===== src/rtl/sevenseg_pkg.sv =====
// Shared seven-segment types, glyph table and blank pattern.
// Segment order is {CA,CB,CC,CD,CE,CF,CG}; a 1 means the segment is lit, before any output polarity is applied.
package sevenseg_pkg;

    typedef logic [6:0] seg_t;

    localparam seg_t SEG_BLANK = 7'h00;

    // Element 0 is the last entry in the concatenation, so the list runs F down to 0.
    localparam logic [15:0][6:0] GLYPHS = {
        7'h47, // F
        7'h4F, // E
        7'h3D, // d
        7'h4E, // C
        7'h1F, // b
        7'h77, // A
        7'h7B, // 9
        7'h7F, // 8
        7'h70, // 7
        7'h5F, // 6
        7'h5B, // 5
        7'h33, // 4
        7'h79, // 3
        7'h6D, // 2
        7'h30, // 1
        7'h7E  // 0
    };

    function automatic seg_t hex_glyph(input logic [3:0] nib);
        return GLYPHS[nib];
    endfunction

endpackage


===== src/rtl/sevenseg_hex_dec.sv =====
// Combinational hex nibble to seven-segment glyph lookup.
// Zero latency, with no handshake and no backpressure.
module sevenseg_hex_dec
    import sevenseg_pkg::*;
(
    input  logic [3:0] nib,
    output logic [6:0] seg
);

    assign seg = hex_glyph(nib);

endmodule


===== src/rtl/sevenseg_scan.sv =====
// Multiplexed seven-segment scan driver with shadow/active frame-synchronous update, PWM brightness and guard band.
// Outputs are registered one cycle after the counter state that produces them; there is no backpressure.
module sevenseg_scan
    import sevenseg_pkg::*;
#(
    parameter int NUM_DIGITS  = 8,
    parameter int CLK_FREQ_HZ = 50_000_000,
    parameter int REFRESH_HZ  = 1000,
    parameter int BRIGHT_W    = 4,
    parameter int GUARD       = 0,
    parameter int ACTIVE_LOW  = 1
) (
    input  logic                      clk,
    input  logic                      rst,
    input  logic                      i_load,
    input  logic [4*NUM_DIGITS-1:0]   i_data,
    input  logic [7*NUM_DIGITS-1:0]   i_raw,
    input  logic                      i_mode_raw,
    input  logic [NUM_DIGITS-1:0]     i_digit_en,
    input  logic [NUM_DIGITS-1:0]     i_dp,
    input  logic [BRIGHT_W-1:0]       i_brightness,
    output logic [NUM_DIGITS-1:0]     o_an,
    output logic [6:0]                o_seg,
    output logic                      o_dp,
    output logic                      o_frame
);

    localparam int TICK = (NUM_DIGITS > 0 && REFRESH_HZ > 0)
                          ? CLK_FREQ_HZ / (REFRESH_HZ * NUM_DIGITS) : 1;
    localparam int CW   = (TICK > 1) ? $clog2(TICK) : 1;
    localparam int DW   = (NUM_DIGITS > 1) ? $clog2(NUM_DIGITS) : 1;
    localparam int OW   = CW + 1;
    localparam int PW   = BRIGHT_W + CW + 1;

    localparam logic [CW-1:0] TICK_M1   = CW'(TICK - 1);
    localparam logic [DW-1:0] LAST_DIG  = DW'(NUM_DIGITS - 1);
    localparam logic [OW-1:0] GUARD_W   = OW'(GUARD);
    localparam logic [PW-1:0] SPAN      = PW'(TICK - GUARD);
    localparam logic          POL       = (ACTIVE_LOW != 0);

    if (TICK <= GUARD || NUM_DIGITS < 1 || NUM_DIGITS > 16) begin : g_param_check
        $error("sevenseg_scan: slot length must exceed GUARD and NUM_DIGITS must be 1..16");
    end

    logic [CW-1:0] slot_cnt;
    logic [DW-1:0] digit_idx;
    logic          boundary;

    logic [4*NUM_DIGITS-1:0] sh_data,  act_data;
    logic [7*NUM_DIGITS-1:0] sh_raw,   act_raw;
    logic                    sh_mode,  act_mode;
    logic [NUM_DIGITS-1:0]   sh_en,    act_en;
    logic [NUM_DIGITS-1:0]   sh_dp,    act_dp;
    logic [BRIGHT_W-1:0]     sh_bright;
    logic [OW-1:0]           on_len;
    logic [OW-1:0]           on_len_nx;
    logic [PW-1:0]           on_prod;

    logic [3:0]            cur_nib;
    seg_t                  cur_raw;
    logic                  cur_en;
    logic                  cur_dp;
    seg_t                  dec_seg;
    logic [OW-1:0]         slot_ext;
    logic                  lit;
    logic [NUM_DIGITS-1:0] an_nx;
    seg_t                  seg_nx;
    logic                  dp_nx;

    assign boundary = (digit_idx == LAST_DIG) && (slot_cnt == TICK_M1);

    always_ff @(posedge clk or posedge rst) begin
        if (rst) begin
            slot_cnt  <= '0;
            digit_idx <= '0;
        end else if (slot_cnt == TICK_M1) begin
            slot_cnt  <= '0;
            digit_idx <= (digit_idx == LAST_DIG) ? '0 : digit_idx + DW'(1);
        end else begin
            slot_cnt  <= slot_cnt + CW'(1);
        end
    end

    always_ff @(posedge clk or posedge rst) begin
        if (rst) begin
            sh_data   <= '0;
            sh_raw    <= '0;
            sh_mode   <= 1'b0;
            sh_en     <= '0;
            sh_dp     <= '0;
            sh_bright <= '0;
        end else if (i_load) begin
            sh_data   <= i_data;
            sh_raw    <= i_raw;
            sh_mode   <= i_mode_raw;
            sh_en     <= i_digit_en;
            sh_dp     <= i_dp;
            sh_bright <= i_brightness;
        end
    end

    // On-time scales the unguarded part of the slot by (brightness+1)/2^BRIGHT_W.
    assign on_prod   = (PW'(sh_bright) + PW'(1)) * SPAN;
    assign on_len_nx = OW'(on_prod >> BRIGHT_W);

    // The active copy reads the shadow as it stands before any same-cycle load, so a load on the boundary waits a frame.
    always_ff @(posedge clk or posedge rst) begin
        if (rst) begin
            act_data <= '0;
            act_raw  <= '0;
            act_mode <= 1'b0;
            act_en   <= '0;
            act_dp   <= '0;
            on_len   <= '0;
        end else if (boundary) begin
            act_data <= sh_data;
            act_raw  <= sh_raw;
            act_mode <= sh_mode;
            act_en   <= sh_en;
            act_dp   <= sh_dp;
            on_len   <= on_len_nx;
        end
    end

    always_comb begin
        cur_nib = '0;
        cur_raw = SEG_BLANK;
        cur_en  = 1'b0;
        cur_dp  = 1'b0;
        for (int k = 0; k < NUM_DIGITS; k++) begin
            if (digit_idx == DW'(k)) begin
                cur_nib = act_data[4*k +: 4];
                cur_raw = act_raw[7*k +: 7];
                cur_en  = act_en[k];
                cur_dp  = act_dp[k];
            end
        end
    end

    sevenseg_hex_dec u_hex_dec (
        .nib (cur_nib),
        .seg (dec_seg)
    );

    assign slot_ext = {1'b0, slot_cnt};
    assign lit      = cur_en && (slot_ext >= GUARD_W) && (slot_ext < GUARD_W + on_len);

    always_comb begin
        an_nx = '0;
        for (int k = 0; k < NUM_DIGITS; k++) begin
            an_nx[k] = lit && (digit_idx == DW'(k));
        end
        seg_nx = lit ? (act_mode ? cur_raw : dec_seg) : SEG_BLANK;
        dp_nx  = lit && cur_dp;
    end

    always_ff @(posedge clk or posedge rst) begin
        if (rst) begin
            o_an    <= {NUM_DIGITS{POL}};
            o_seg   <= {7{POL}};
            o_dp    <= POL;
            o_frame <= 1'b0;
        end else begin
            o_an    <= an_nx ^ {NUM_DIGITS{POL}};
            o_seg   <= seg_nx ^ {7{POL}};
            o_dp    <= dp_nx ^ POL;
            o_frame <= boundary;
        end
    end

endmodule


===== config.mk =====
export PLATFORM = sky130hd
export DESIGN_NAME = sevenseg_scan
export DESIGN_NICKNAME = d
export VERILOG_FILES = /design/src/rtl/sevenseg_pkg.sv /design/src/rtl/sevenseg_hex_dec.sv /design/src/rtl/sevenseg_scan.sv
export SDC_FILE = /design/constraint.sdc
export NUM_CORES = 1
export LEC_CHECK = 0
export ABC_AREA = 0
export BUFFER_PORTS_ARGS = -buffer_cell sky130_fd_sc_hd__buf_2
export CORE_UTILIZATION = 25
export CTS_CLUSTER_DIAMETER = 150
export DETAILED_ROUTE_END_ITERATION = 7
export HOLD_SLACK_MARGIN = 0.05
export SLEW_MARGIN = 40
export SYNTH_ARGS = -nofsm -noshare
export SYNTH_HDL_FRONTEND = slang
export SYNTH_SLANG_ARGS = --single-unit

===== constraint.sdc =====
create_clock -name clk -period 7.7 [get_ports clk]
set_clock_uncertainty 0.05 [all_clocks]
set_input_delay 0.385 -clock clk [delete_from_list [all_inputs] [get_ports clk]]
set_output_delay 0.385 -clock clk [all_outputs]
set_load 0.01 [all_outputs]

==> results_dict.tcl <==
set metrics [dict create \
    outcome "finished, final reports clean" \
    antenna_cells 0 \
    io_buffers 128 \
    cts_setup_buffers 0 \
    area_growth_pct 27.2 \
    endpoint_kind "flop" \
    synth_nets 1373 \
    cp_cell_sequence "clkinv_1, ha_2, nor2_1, a21oi_1, nor3_1, inv_1, ha_1, mux2_2, a32oi_1, o311ai_0" \
    p_sw_mw 0.765 \
    worstMarginPinSlew_ps 742 \
    dr.first_iter.drc_count 531 \
    drive_gt1_share_pct 22.4 \
    synth_top_area_cell "dfrtp_1" \
    setup_viol 0 \
    gp_congestion 0.835 \
    rsz0062_at_grt "false" \
    p_per_area_nw_per_um2 206 \
    cts-root-buf "clkbuf_16" \
    post-dp-hpwl_um 23200 \
    grt_pass1_vias 9667 \
    tritoncts.num_buffers 28 \
    hold_path.class "input pin to flop" \
    critPathArrivalTime_ps 4300 \
    critPathLaunch "digit_idx[2]" \
    intPower_mw 2.45 \
    route.detailed.drc 0 \
    final.setup.tns_ps 0 \
    combPwrFrac_pct 10.9 \
    async_flop_share_pct 100 \
    cp_max_fo 31 \
    cts_tree "built" \
    hold_buffers 108 \
    cts_resized 0 \
    yosys_warnings 0 \
    fin_crit_ps 3930 \
    ff2ff_setup_slack_ps 3770 \
    syn-cell-area_um2 12300 \
    relSlewSlack_pct 50.5 \
    clkSlewWorstSetupHoldPaths_ps 60 \
    synth_flop_cell "dfrtp_1" \
    grt.total_usage_pct 13.5 \
    synth_seq_cells 261 \
    drtPass1Iterations 4 \
    antenna_left 0 \
    core-area_um2 48100 \
    hp-start "i_raw[16]" \
    ys_top_cells_by_count "nand2_1 (366), dfrtp_1 (245), mux2_2 (111), ha_1 (56), o21ai_0 (52)" \
    vias 9219 \
    cts_htree_levels 1 \
    grt-ovfl-total 0 \
    dp_worst_setup_slack_ps 3270 \
    ir_drop_v 0.000158 \
    clkPwrFrac_pct 43.3 \
    crit_path_start_kind "flop" \
    setup_ws_ps 3770 \
    synth_area_per_cell_um2 10.2 \
    io_pins 129 \
    crit_slowest_cell "dfrtp_2" \
    cap_viol_max_count 0 \
    synth_top_area_share_pct 49.9 \
    hold_violations 0 \
    placed_cell_area_um2 13600 \
    post-synth-top-count-cell "nand2_1" \
    avgRoutedWirePerCell_um 16.0 \
    start_util_pct 25.5 \
    crit_type "flop to flop" \
    die_w_um 224 \
    antenna_found_initial 0 \
    slew_violations 0 \
    seq_area_frac_synth_pct 53.3 \
    required_ps 8070 \
    fmax_ghz 0.255 \
    r2r_start "digit_idx[2]" \
    synthDistinctLibCells 67 \
    slowest_delay_ps 650 \
    rows 80 \
    power.leakage_nw 7.40 \
    p_seq_share_pct 45.7 \
    fin_nets 1587 \
    wl_um 33600 \
    die-area_um2 50000 \
    clk_latency_ps 550 \
    clk_path_buf_depth 3 \
    final_area_um2 15600 \
    viasPerCell 4.40 \
    cts.sinks 261 \
    synth_area_leaders "dfrtp_1 (50%), nand2_1 (11%), mux2_2 (10%), ha_1 (5.7%), dfstp_2 (3.4%)" \
    p_sw_share_pct 23.8 \
    synth_edf_count 0 \
    grt_pass1_wl_um 53800 \
    grt_max_degree 139 \
    syn_inst 1204 \
    fin_crit_sh_pct 51.0 \
    die_h_um 224 \
]
flip-flops by register name (all words and copies together) (netlist names), 3 cells and up:
register / cells
sh_dp: 8
act_en: 8
o_seg: 7
sh_data: 32
o_an: 8
act_raw: 56
act_data: 32
on_len: 14
sh_en: 8
slot_cnt: 13
act_dp: 8
sh_bright: 4
digit_idx: 3
sh_raw: 56
cell families after synthesis:
group,count (synthesis),share of synthesized area (%)
and+or+nand+nor,481,16.5
buffers and inverters,101,3.65
muxes,115,10.5
DFF,261,53.3
AOI/OAI and AO/OA,162,8.31
other,1,0.0305
adders and majority gates,57,5.86
xor gates and xnor gates,26,1.85
placed cells by master (no fill, tap or decap), types with 4 or more instances in the layout:
cell type / netlist / layout
inv_1: 35 / 34
a22oi_1: 6 / 6
nand4_1: 6 / 6
nand2b_1: 12 / 12
nand3_1: 18 / 18
buf_4: 0 / 9
nor3_1: 11 / 11
dfrtp_1: 245 / 244
a21oi_1: 44 / 44
o31a_1: 4 / 4
a21o_1: 5 / 5
nand2_1: 366 / 366
dlygate4sd3_1: 0 / 108
o211ai_1: 7 / 7
clkbuf_8: 0 / 5
xnor2_1: 12 / 12
mux2_2: 111 / 111
clkinv_2: 0 / 9
and2_1: 4 / 4
dfstp_2: 16 / 16
clkbuf_16: 0 / 29
a32oi_1: 4 / 4
a211oi_1: 7 / 7
clkbuf_1: 23 / 4
buf_2: 30 / 127
and3_1: 10 / 10
nor2_1: 30 / 30
ha_1: 56 / 55
nand3b_1: 4 / 4
xor2_1: 14 / 14
o21ai_0: 52 / 52
mux2i_1: 4 / 4
a31oi_1: 5 / 5
routing by layer:
layer | vias to the layer above | wire length (µm) | global-route usage (%)
li1 | 4467 | - | -
met1 | 4527 | 15400 | 18.2
met2 | 188 | 16300 | 22.8
met3 | 37 | 1200 | 1.63
met4 | 0 | 667 | 3.51
met5 | - | 0 | 0
stage by stage:
stage               utilization, %  instances  hold slack, ps  power, mW
CTS                           32.4       2095            59.5       3.26
global route                  32.5       2096            62.9       3.36
finish                        32.5       2096            66.4       3.22
detailed placement            28.2       1935             386       1.81
global placement              28.1       1935             385       1.80
floorplan                        -       1204             358       1.70
worst max-delay path, delay by kind of cell (launching register included):
family          cells  cell delay (ps)
buf+inv             2              610
mux                 1              300
flops               1              650
fa+ha+maj           2              780
compound gates      3              560
simple gates        2              850
power by group through the flow:
stage	Sequential [mW]	Combinational [mW]	Clock [mW]
CTS	1.47	0.356	1.43
floorplan	1.48	0.224	0
finish	1.47	0.351	1.39
detailed placement	1.50	0.309	0
global route	1.48	0.395	1.49
global placement	1.50	0.302	0
final timing paths:
| path | end | depth (start not counted) |
|---|---|---|
| min in group asynchronous | sh_data[18] | 3 |
| worst min-delay path | sh_raw[16] | 2 |
| max in group asynchronous | sh_bright[3] | 5 |
| worst min register to register | o_dp | 1 |
| worst max register to register | o_seg[1] | 10 |
| worst max-delay path | o_seg[1] | 10 |
cell type report:
cell class / instances / area (µm²)
Clock buffer: 38 / 810
Clock inverter: 14 / 150
Fill cell: 4921 / 32500
Inverter: 38 / 156
Multi-Input combinational cell: 842 / 5310
Sequential cell: 261 / 6550
Tap cell: 656 / 821
Timing Repair Buffer: 247 / 1830
No activity file was read; power rests on OpenSTA's default activity.
